===== config.mk =====
export PLATFORM = sky130hd
export DESIGN_NAME = nn_result_packer_flat
export DESIGN_NICKNAME = d
export VERILOG_FILES = /design/src/rtl/bitnet_pkg.sv /design/src/rtl/nn_result_packer_if.sv /design/src/rtl/bit_word_packer.sv /design/src/rtl/nn_result_packer.sv /design/src/flat_wrapper.sv
export SDC_FILE = /design/constraint.sdc
export NUM_CORES = 1
export LEC_CHECK = 0
export BUFFER_PORTS_ARGS = -buffer_cell sky130_fd_sc_hd__buf_2
export CAP_MARGIN = 10
export CORE_MARGIN = 2
export CORE_UTILIZATION = 40
export CTS_CLUSTER_DIAMETER = 60
export DETAILED_ROUTE_END_ITERATION = 6
export PLACE_DENSITY = 0.65
export SYNTH_ARGS = -nofsm -noshare
export SYNTH_HDL_FRONTEND = slang
export SYNTH_SLANG_ARGS = --single-unit
export TNS_END_PERCENT = 5

===== constraint.sdc =====
create_clock -name clk_in -period 5.9 [get_ports clk_in]
set_input_delay 0.295 -clock clk_in [delete_from_list [all_inputs] [get_ports clk_in]]
set_output_delay 0.295 -clock clk_in [all_outputs]
set_load 0.05 [all_outputs]

===== src/rtl/bitnet_pkg.sv =====
// Shared types and default sizes for the result path: packer FSM states and
// the word/address widths used by control_unit and the RAM wrappers.
package bitnet_pkg;

    localparam int DEFAULT_WORD_WIDTH = 32;
    localparam int DEFAULT_ADDR_WIDTH = 10;
    localparam int DEFAULT_FRAME_BITS = 256;

    typedef enum logic [1:0] {
        IDLE    = 2'd0,
        CAPTURE = 2'd1,
        FLUSH   = 2'd2
    } packer_state_e;

    // Index width that stays legal for a 1-bit word.
    function automatic int idx_width(input int width);
        return (width > 1) ? $clog2(width) : 1;
    endfunction

endpackage


===== src/rtl/nn_result_packer_if.sv =====
// Bit-stream input, RAM write port and status bundle of nn_result_packer.
// master drives the stream and control, slave is the packer itself.
interface nn_result_packer_if
    import bitnet_pkg::*;
#(
    parameter int WORD_WIDTH = DEFAULT_WORD_WIDTH,
    parameter int ADDR_WIDTH = DEFAULT_ADDR_WIDTH
);

    logic                  start_in;
    logic [ADDR_WIDTH-1:0] base_addr_in;
    logic                  bit_in;
    logic                  bit_valid_in;
    logic                  bit_ready_out;
    logic [ADDR_WIDTH-1:0] ram_addr_out;
    logic [WORD_WIDTH-1:0] ram_data_out;
    logic                  ram_we_out;
    logic                  busy_out;
    logic                  done_out;
    logic [15:0]           words_written_out;

    modport master (
        output start_in, base_addr_in, bit_in, bit_valid_in,
        input  bit_ready_out, ram_addr_out, ram_data_out, ram_we_out,
               busy_out, done_out, words_written_out
    );

    modport slave (
        input  start_in, base_addr_in, bit_in, bit_valid_in,
        output bit_ready_out, ram_addr_out, ram_data_out, ram_we_out,
               busy_out, done_out, words_written_out
    );

endinterface


===== src/rtl/bit_word_packer.sv =====
// LSB-first word assembler: inserts one bit per shift at the running index and
// flags the shift that completes a word; a flush returns the zero-padded word.
module bit_word_packer
    import bitnet_pkg::*;
#(
    parameter int WORD_WIDTH = DEFAULT_WORD_WIDTH
) (
    input  logic                  clk_in,
    input  logic                  rst_in,
    input  logic                  clear_i,
    input  logic                  shift_i,
    input  logic                  bit_i,
    input  logic                  flush_i,
    output logic [WORD_WIDTH-1:0] word_o,
    output logic                  full_o
);

    localparam int IDX_W = idx_width(WORD_WIDTH);

    logic [WORD_WIDTH-1:0] word_q;
    logic [IDX_W-1:0]      idx_q;

    // Upper bits are still zero from the last clear, so word_o doubles as the padded word.
    always_comb begin
        word_o = word_q;
        if (shift_i) begin
            word_o[idx_q] = bit_i;
        end
    end

    assign full_o = shift_i && (idx_q == IDX_W'(WORD_WIDTH - 1));

    always_ff @(posedge clk_in) begin
        if (rst_in || clear_i || full_o || flush_i) begin
            word_q <= '0;
            idx_q  <= '0;
        end else if (shift_i) begin
            word_q <= word_o;
            idx_q  <= idx_q + IDX_W'(1);
        end
    end

endmodule


===== src/rtl/nn_result_packer.sv =====
// Packs the 1-bit result stream into WORD_WIDTH-bit RAM writes, one frame per start.
// Optional NN_RESULT_PACKER_POPCOUNT_EN adds popcount_out (ones accepted this frame).
module nn_result_packer
    import bitnet_pkg::*;
#(
    parameter int WORD_WIDTH = DEFAULT_WORD_WIDTH,
    parameter int ADDR_WIDTH = DEFAULT_ADDR_WIDTH,
    parameter int FRAME_BITS = DEFAULT_FRAME_BITS
) (
    input  logic clk_in,
    input  logic rst_in,
    nn_result_packer_if.slave bus
`ifdef NN_RESULT_PACKER_POPCOUNT_EN
    ,
    output logic [$clog2(FRAME_BITS+1)-1:0] popcount_out
`endif
);

    localparam int CNT_W = $clog2(FRAME_BITS + 1);

    packer_state_e         state_q, state_d;
    logic [ADDR_WIDTH-1:0] ptr_q, ptr_d;
    logic [15:0]           words_q, words_d;
    logic [CNT_W-1:0]      bit_cnt_q, bit_cnt_d;
    logic                  ready_q, ready_d;
    logic                  we_q, we_d;
    logic [ADDR_WIDTH-1:0] addr_q, addr_d;
    logic [WORD_WIDTH-1:0] data_q, data_d;
    logic                  busy_q, busy_d;
    logic                  done_q, done_d;

    logic                  start_frame;
    logic                  accept;
    logic                  last_bit;
    logic                  word_full;
    logic [WORD_WIDTH-1:0] packed_word;

    assign start_frame = (state_q == IDLE) && bus.start_in;
    assign accept      = (state_q == CAPTURE) && ready_q && bus.bit_valid_in;
    assign last_bit    = accept && (bit_cnt_q == CNT_W'(FRAME_BITS - 1));

    bit_word_packer #(
        .WORD_WIDTH(WORD_WIDTH)
    ) u_packer (
        .clk_in (clk_in),
        .rst_in (rst_in),
        .clear_i(start_frame),
        .shift_i(accept),
        .bit_i  (bus.bit_in),
        .flush_i(last_bit),
        .word_o (packed_word),
        .full_o (word_full)
    );

    always_ff @(posedge clk_in) begin
        if (rst_in) begin
            state_q   <= IDLE;
            ptr_q     <= '0;
            words_q   <= '0;
            bit_cnt_q <= '0;
            ready_q   <= 1'b0;
            we_q      <= 1'b0;
            addr_q    <= '0;
            data_q    <= '0;
            busy_q    <= 1'b0;
            done_q    <= 1'b0;
        end else begin
            state_q   <= state_d;
            ptr_q     <= ptr_d;
            words_q   <= words_d;
            bit_cnt_q <= bit_cnt_d;
            ready_q   <= ready_d;
            we_q      <= we_d;
            addr_q    <= addr_d;
            data_q    <= data_d;
            busy_q    <= busy_d;
            done_q    <= done_d;
        end
    end

    always_comb begin
        state_d = state_q;
        unique case (state_q)
            IDLE:    if (bus.start_in) state_d = CAPTURE;
            CAPTURE: if (last_bit)     state_d = FLUSH;
            FLUSH:                     state_d = IDLE;
            default:                   state_d = IDLE;
        endcase
    end

    // The final bit of a frame always issues a write, full word or not; that write lands in FLUSH.
    always_comb begin
        ptr_d     = ptr_q;
        words_d   = words_q;
        bit_cnt_d = bit_cnt_q;
        ready_d   = 1'b0;
        we_d      = 1'b0;
        addr_d    = addr_q;
        data_d    = data_q;
        busy_d    = 1'b0;
        done_d    = 1'b0;
        unique case (state_q)
            IDLE: begin
                if (bus.start_in) begin
                    ptr_d     = bus.base_addr_in;
                    words_d   = '0;
                    bit_cnt_d = '0;
                    ready_d   = 1'b1;
                    busy_d    = 1'b1;
                end
            end
            CAPTURE: begin
                ready_d = 1'b1;
                busy_d  = 1'b1;
                if (accept) begin
                    bit_cnt_d = bit_cnt_q + CNT_W'(1);
                end
                if (word_full || last_bit) begin
                    we_d    = 1'b1;
                    addr_d  = ptr_q;
                    data_d  = packed_word;
                    ptr_d   = ptr_q + ADDR_WIDTH'(1);
                    words_d = words_q + 16'd1;
                end
                if (last_bit) begin
                    ready_d = 1'b0;
                    done_d  = 1'b1;
                end
            end
            default: begin
            end
        endcase
    end

    assign bus.bit_ready_out     = ready_q;
    assign bus.ram_we_out        = we_q;
    assign bus.ram_addr_out      = addr_q;
    assign bus.ram_data_out      = data_q;
    assign bus.busy_out          = busy_q;
    assign bus.done_out          = done_q;
    assign bus.words_written_out = words_q;

`ifdef NN_RESULT_PACKER_POPCOUNT_EN
    logic [CNT_W-1:0] pop_q;

    always_ff @(posedge clk_in) begin
        if (rst_in || start_frame) begin
            pop_q <= '0;
        end else if (accept && bus.bit_in) begin
            pop_q <= pop_q + CNT_W'(1);
        end
    end

    assign popcount_out = pop_q;
`endif

endmodule


===== src/flat_wrapper.sv =====
// flat-port wrapper written by rule: the top's interface ports become plain ports
module nn_result_packer_flat import bitnet_pkg::*;
#(
    parameter int WORD_WIDTH = DEFAULT_WORD_WIDTH,
    parameter int ADDR_WIDTH = DEFAULT_ADDR_WIDTH,
    parameter int FRAME_BITS = DEFAULT_FRAME_BITS
)
  (clk_in, rst_in, bus_start_in, bus_base_addr_in, bus_bit_in, bus_bit_valid_in, bus_bit_ready_out, bus_ram_addr_out, bus_ram_data_out, bus_ram_we_out, bus_busy_out, bus_done_out, bus_words_written_out);
  nn_result_packer_if #(.WORD_WIDTH(WORD_WIDTH), .ADDR_WIDTH(ADDR_WIDTH)) bus_i ();
  input  logic clk_in;
  input  logic rst_in;
  input wire logic [$bits(bus_i.start_in)-1:0] bus_start_in;
  input wire logic [$bits(bus_i.base_addr_in)-1:0] bus_base_addr_in;
  input wire logic [$bits(bus_i.bit_in)-1:0] bus_bit_in;
  input wire logic [$bits(bus_i.bit_valid_in)-1:0] bus_bit_valid_in;
  output wire logic [$bits(bus_i.bit_ready_out)-1:0] bus_bit_ready_out;
  output wire logic [$bits(bus_i.ram_addr_out)-1:0] bus_ram_addr_out;
  output wire logic [$bits(bus_i.ram_data_out)-1:0] bus_ram_data_out;
  output wire logic [$bits(bus_i.ram_we_out)-1:0] bus_ram_we_out;
  output wire logic [$bits(bus_i.busy_out)-1:0] bus_busy_out;
  output wire logic [$bits(bus_i.done_out)-1:0] bus_done_out;
  output wire logic [$bits(bus_i.words_written_out)-1:0] bus_words_written_out;
  assign bus_i.start_in = bus_start_in;
  assign bus_i.base_addr_in = bus_base_addr_in;
  assign bus_i.bit_in = bus_bit_in;
  assign bus_i.bit_valid_in = bus_bit_valid_in;
  assign bus_bit_ready_out = bus_i.bit_ready_out;
  assign bus_ram_addr_out = bus_i.ram_addr_out;
  assign bus_ram_data_out = bus_i.ram_data_out;
  assign bus_ram_we_out = bus_i.ram_we_out;
  assign bus_busy_out = bus_i.busy_out;
  assign bus_done_out = bus_i.done_out;
  assign bus_words_written_out = bus_i.words_written_out;
  nn_result_packer #(.WORD_WIDTH(WORD_WIDTH), .ADDR_WIDTH(ADDR_WIDTH), .FRAME_BITS(FRAME_BITS)) u_core (.clk_in(clk_in), .rst_in(rst_in), .bus(bus_i));
endmodule

==> impl_results.md <==
- Via count: 4346
- GRT Overall Usage: 18.35%
- Max Fclk: 0.3347 GHz
- Final Max Tran Viols: 0
- Register bit total from synthesis: 120
- Syn. warnings: 0
- Ys async rst share: 0%
- Total Wirelength: 12020 µm
- Number of max-cap violations: 0
- Power Dens Cells: 313.0 mW/mm²
- Post-Layout Cell Count: 812
- Pin count of the biggest net entering global routing: 67
- CTS clk-pin slew, worst paths: 0.06 ns
- Drt drc: 0
- Hold path depth: 3
- Root Buffer Master: clkbuf_16
- Relative slew slack: 31.49%
- Critical Path AT: 3.30 ns
- Initial antenna violation count: 0
- CTS resizes: 0
- Num CTS Buffers: 17
- Outcome: finished, final reports clean
- Reg2Reg Depth: 8
- VDD IR max: 0.2493 mV
- Hold_buf cts: 0
- Starting Density: 40.66%
- Final hold vios: 0
- Worst Clk Skew: 0.01119 ns
- CTS max path bufs: 2
- DRT iter0 DRCs: 264
- Placed cells: 780
- Core ar.: 0.01252 mm²
- Mapped Area: 0.005090 mm²
- Antenna-violating nets left: 0
- Post-route design area: 0.006100 mm²
- RR Startpoint: u_core.u_packer.idx_q[0]$_SDFFE_PP0P_
- FP Rows: 41
- Ys flop type: dfxtp_1
- CTS sink count: 120
- Total gr overflow: 0
- WL per Instance: 14.80 µm
- HP Class: input pin to register
- CTS tree: yes
- Worst-Margin Slew: 1.028 ns
- Fin crit share: 50.64%
- Port Buf Inserts: 76
- Time the worst path needs with I/O delays and setup: 2.988 ns
- Worst setup EP type: register
- Crit-path max FO: 40
- Cell taking the most area after synthesis: dfxtp_1
- Seq/Total Area, Yosys: 47.20%
- Syn_area_per_cell: 8.914 µm²
- Total power: 1.909 mW
- Post-synthesis net count: 595
- First-pass GRT wire length: 19810 µm
- Hold path start: bus_base_addr_in[1]
- Fillers: 1204
- Final GP Congestion: 0.7934
- Synth area leaders: dfxtp_1, nor2_1, mux2i_1, a211oi_1, nand3_1
- Final #Nets: 651
- Share of layout cells above drive strength 1: 19.22%
- Setup TNS: 0 ns
- EDFF count, synth: 0
- Mapped Cells: 571
- Area growth, synth to finish: 19.84%
- Count of final setup violators: 0
- Dpl cell area: 0.005510 mm²
- Final Core Density: 48.73%
- Worst r2r dst: u_core.bus.words_written_out[4]$_SDFFE_PP0P_
- Leak: 2.552 nW
- Post-synthesis cell type count: 58
- Worst-Skew Late Latency: 0.41 ns
- Worst hold endpoint: u_core.ptr_q[1]$_SDFFE_PP0P_
- Die W: 116.8 µm
- Io pins: 77
- Detailed Routing Iterations Pass 1: 4
- Post-synth top area share: 47.20%
- Die Ht: 116.8 µm
- Type of origin of the critical path: register
- Htree depth: 4
- Critical path class: register to register
- Flop-to-flop setup slack: 2.91 ns
- N_diodes: 0
- Post-CTS Setup Bufs: 0
- Routed vias/inst: 5.352
- Die area: 0.01364 mm²
- WP data required: 6.22 ns
- DP Wirelength: 7879 µm
- RSZ-0062 raised after global routing: no
- Vias in the first global route: 4020
-- sequential cells by signal, indices dropped and copies added (netlist names), 2 cells and up --
signal	count
u_core.u_packer.word_q	32
u_core.bus.ram_addr_out	10
u_core.state_q	2
u_core.bit_cnt_q	9
u_core.u_packer.idx_q	5
u_core.bus.words_written_out	16
u_core.ptr_q	10
u_core.bus.ram_data_out	32
-- metrics by stage --
stage | hold slack, ns | setup slack (ns)
after global routing | 0.1877 | 2.601
after floorplan | 0.3906 | 3.713
after global placement | 0.4417 | 3.054
after CTS | 0.1737 | 2.898
final | 0.1927 | 2.912
after detailed placement | 0.4486 | 2.919
-- power by group --
part,switching (mW),internal [mW],leakage [nW]
Combinational,0.0519,0.0190,1.30
Sequential,0.00820,0.818,0.969
Clock,0.376,0.636,0.284
Total,0.436,1.47,2.55
-- layout by cell type, fill, tap and decap left out, types with 6 or more instances in the layout --
master and count:
dfxtp_1 120, nor2_1 94, buf_2 76, nand3_1 44, nand2_1 41, a211oi_1 34
mux2i_1 33, a21oi_1 29, clkbuf_16 17, and3_1 10, xor2_1 9, ha_1 9
inv_1 7, o21ai_0 7, nor3_1 7, o211ai_1 6, nand4_1 6
-- how the worst max path moves through the flow --
| stage | depth (start not counted) | start | end | slack (ns) |
|---|---|---|---|---|
| 2_1_floorplan | 9 | u_core.u_packer.idx_q[0]$_SDFFE_PP0P_ | u_core.bus.words_written_out[6]$_SDFFE_PP0P_ | 3.71 |
| 3_5_place_dp | 8 | u_core.u_packer.idx_q[0]$_SDFFE_PP0P_ | u_core.bus.words_written_out[4]$_SDFFE_PP0P_ | 2.92 |
| 4_1_cts | 8 | u_core.u_packer.idx_q[0]$_SDFFE_PP0P_ | u_core.bus.words_written_out[4]$_SDFFE_PP0P_ | 2.90 |
| 3_3_place_gp | 8 | u_core.u_packer.idx_q[0]$_SDFFE_PP0P_ | u_core.bus.words_written_out[4]$_SDFFE_PP0P_ | 3.05 |
| 6_report | 8 | u_core.u_packer.idx_q[0]$_SDFFE_PP0P_ | u_core.bus.words_written_out[4]$_SDFFE_PP0P_ | 2.91 |
| 5_1_grt | 8 | u_core.u_packer.idx_q[0]$_SDFFE_PP0P_ | u_core.bus.words_written_out[4]$_SDFFE_PP0P_ | 2.60 |
-- Yosys cell counts (all sizes together) (4+ instances only) --
cell / n
xor2: 9
and3: 10
o211ai: 6
nand2: 42
dfxtp: 120
a211oi: 34
nor3b: 5
clkbuf: 20
o21ai: 8
ha: 9
nor2: 95
buf: 22
a21oi: 29
nor4: 4
and4: 5
mux2i: 33
nor3: 8
or3: 5
nand3: 44
nand4: 7
and2: 5
inv: 7
-- metal layers --
metal | track usage, % | share of wire, % | up-vias
li1 | - | - | 2147
met1 | 23.96 | 46 | 2091
met2 | 29.60 | 48 | 102
met3 | 4.531 | 4.9 | 6
met4 | 6.745 | 0.65 | 0
met5 | 0 | 0 | -
-- worst max-delay path, stage by stage (launching register included) --
cell and delay [ns]:
dfxtp_1 0.42, ha_1 0.42, and3_1 0.21, ha_1 0.18, nor2_1 0.14, nor2_4 0.61, buf_4 0.47, a41oi_1 0.16
a311oi_1 0.26
-- cell type report --
class                   instances  area [µm²]  share of cell area, %
multi-input cells             402        2464                  40.39
flip-flops and latches        120        2402                  39.38
clock buffers                  19       442.9                  7.262
repair buffers                 79       402.9                  6.605
well taps                     172       215.2                  3.528
clock inverters                13       146.4                  2.400
inverters                       7       26.28                 0.4308
-- logic make-up after synthesis --
kind of cell	Yosys count	synth area share (%)
AO/OA/AOI/OAI	107	14.50
XOR/XNOR	11	1.893
adder cells (fa/ha/maj)	9	2.212
buffers and inverters	49	4.523
flip-flops	120	47.20
multiplexers	34	6.711
AND/OR/NAND/NOR	241	22.96
No activity file was read; power rests on OpenSTA's default activity.
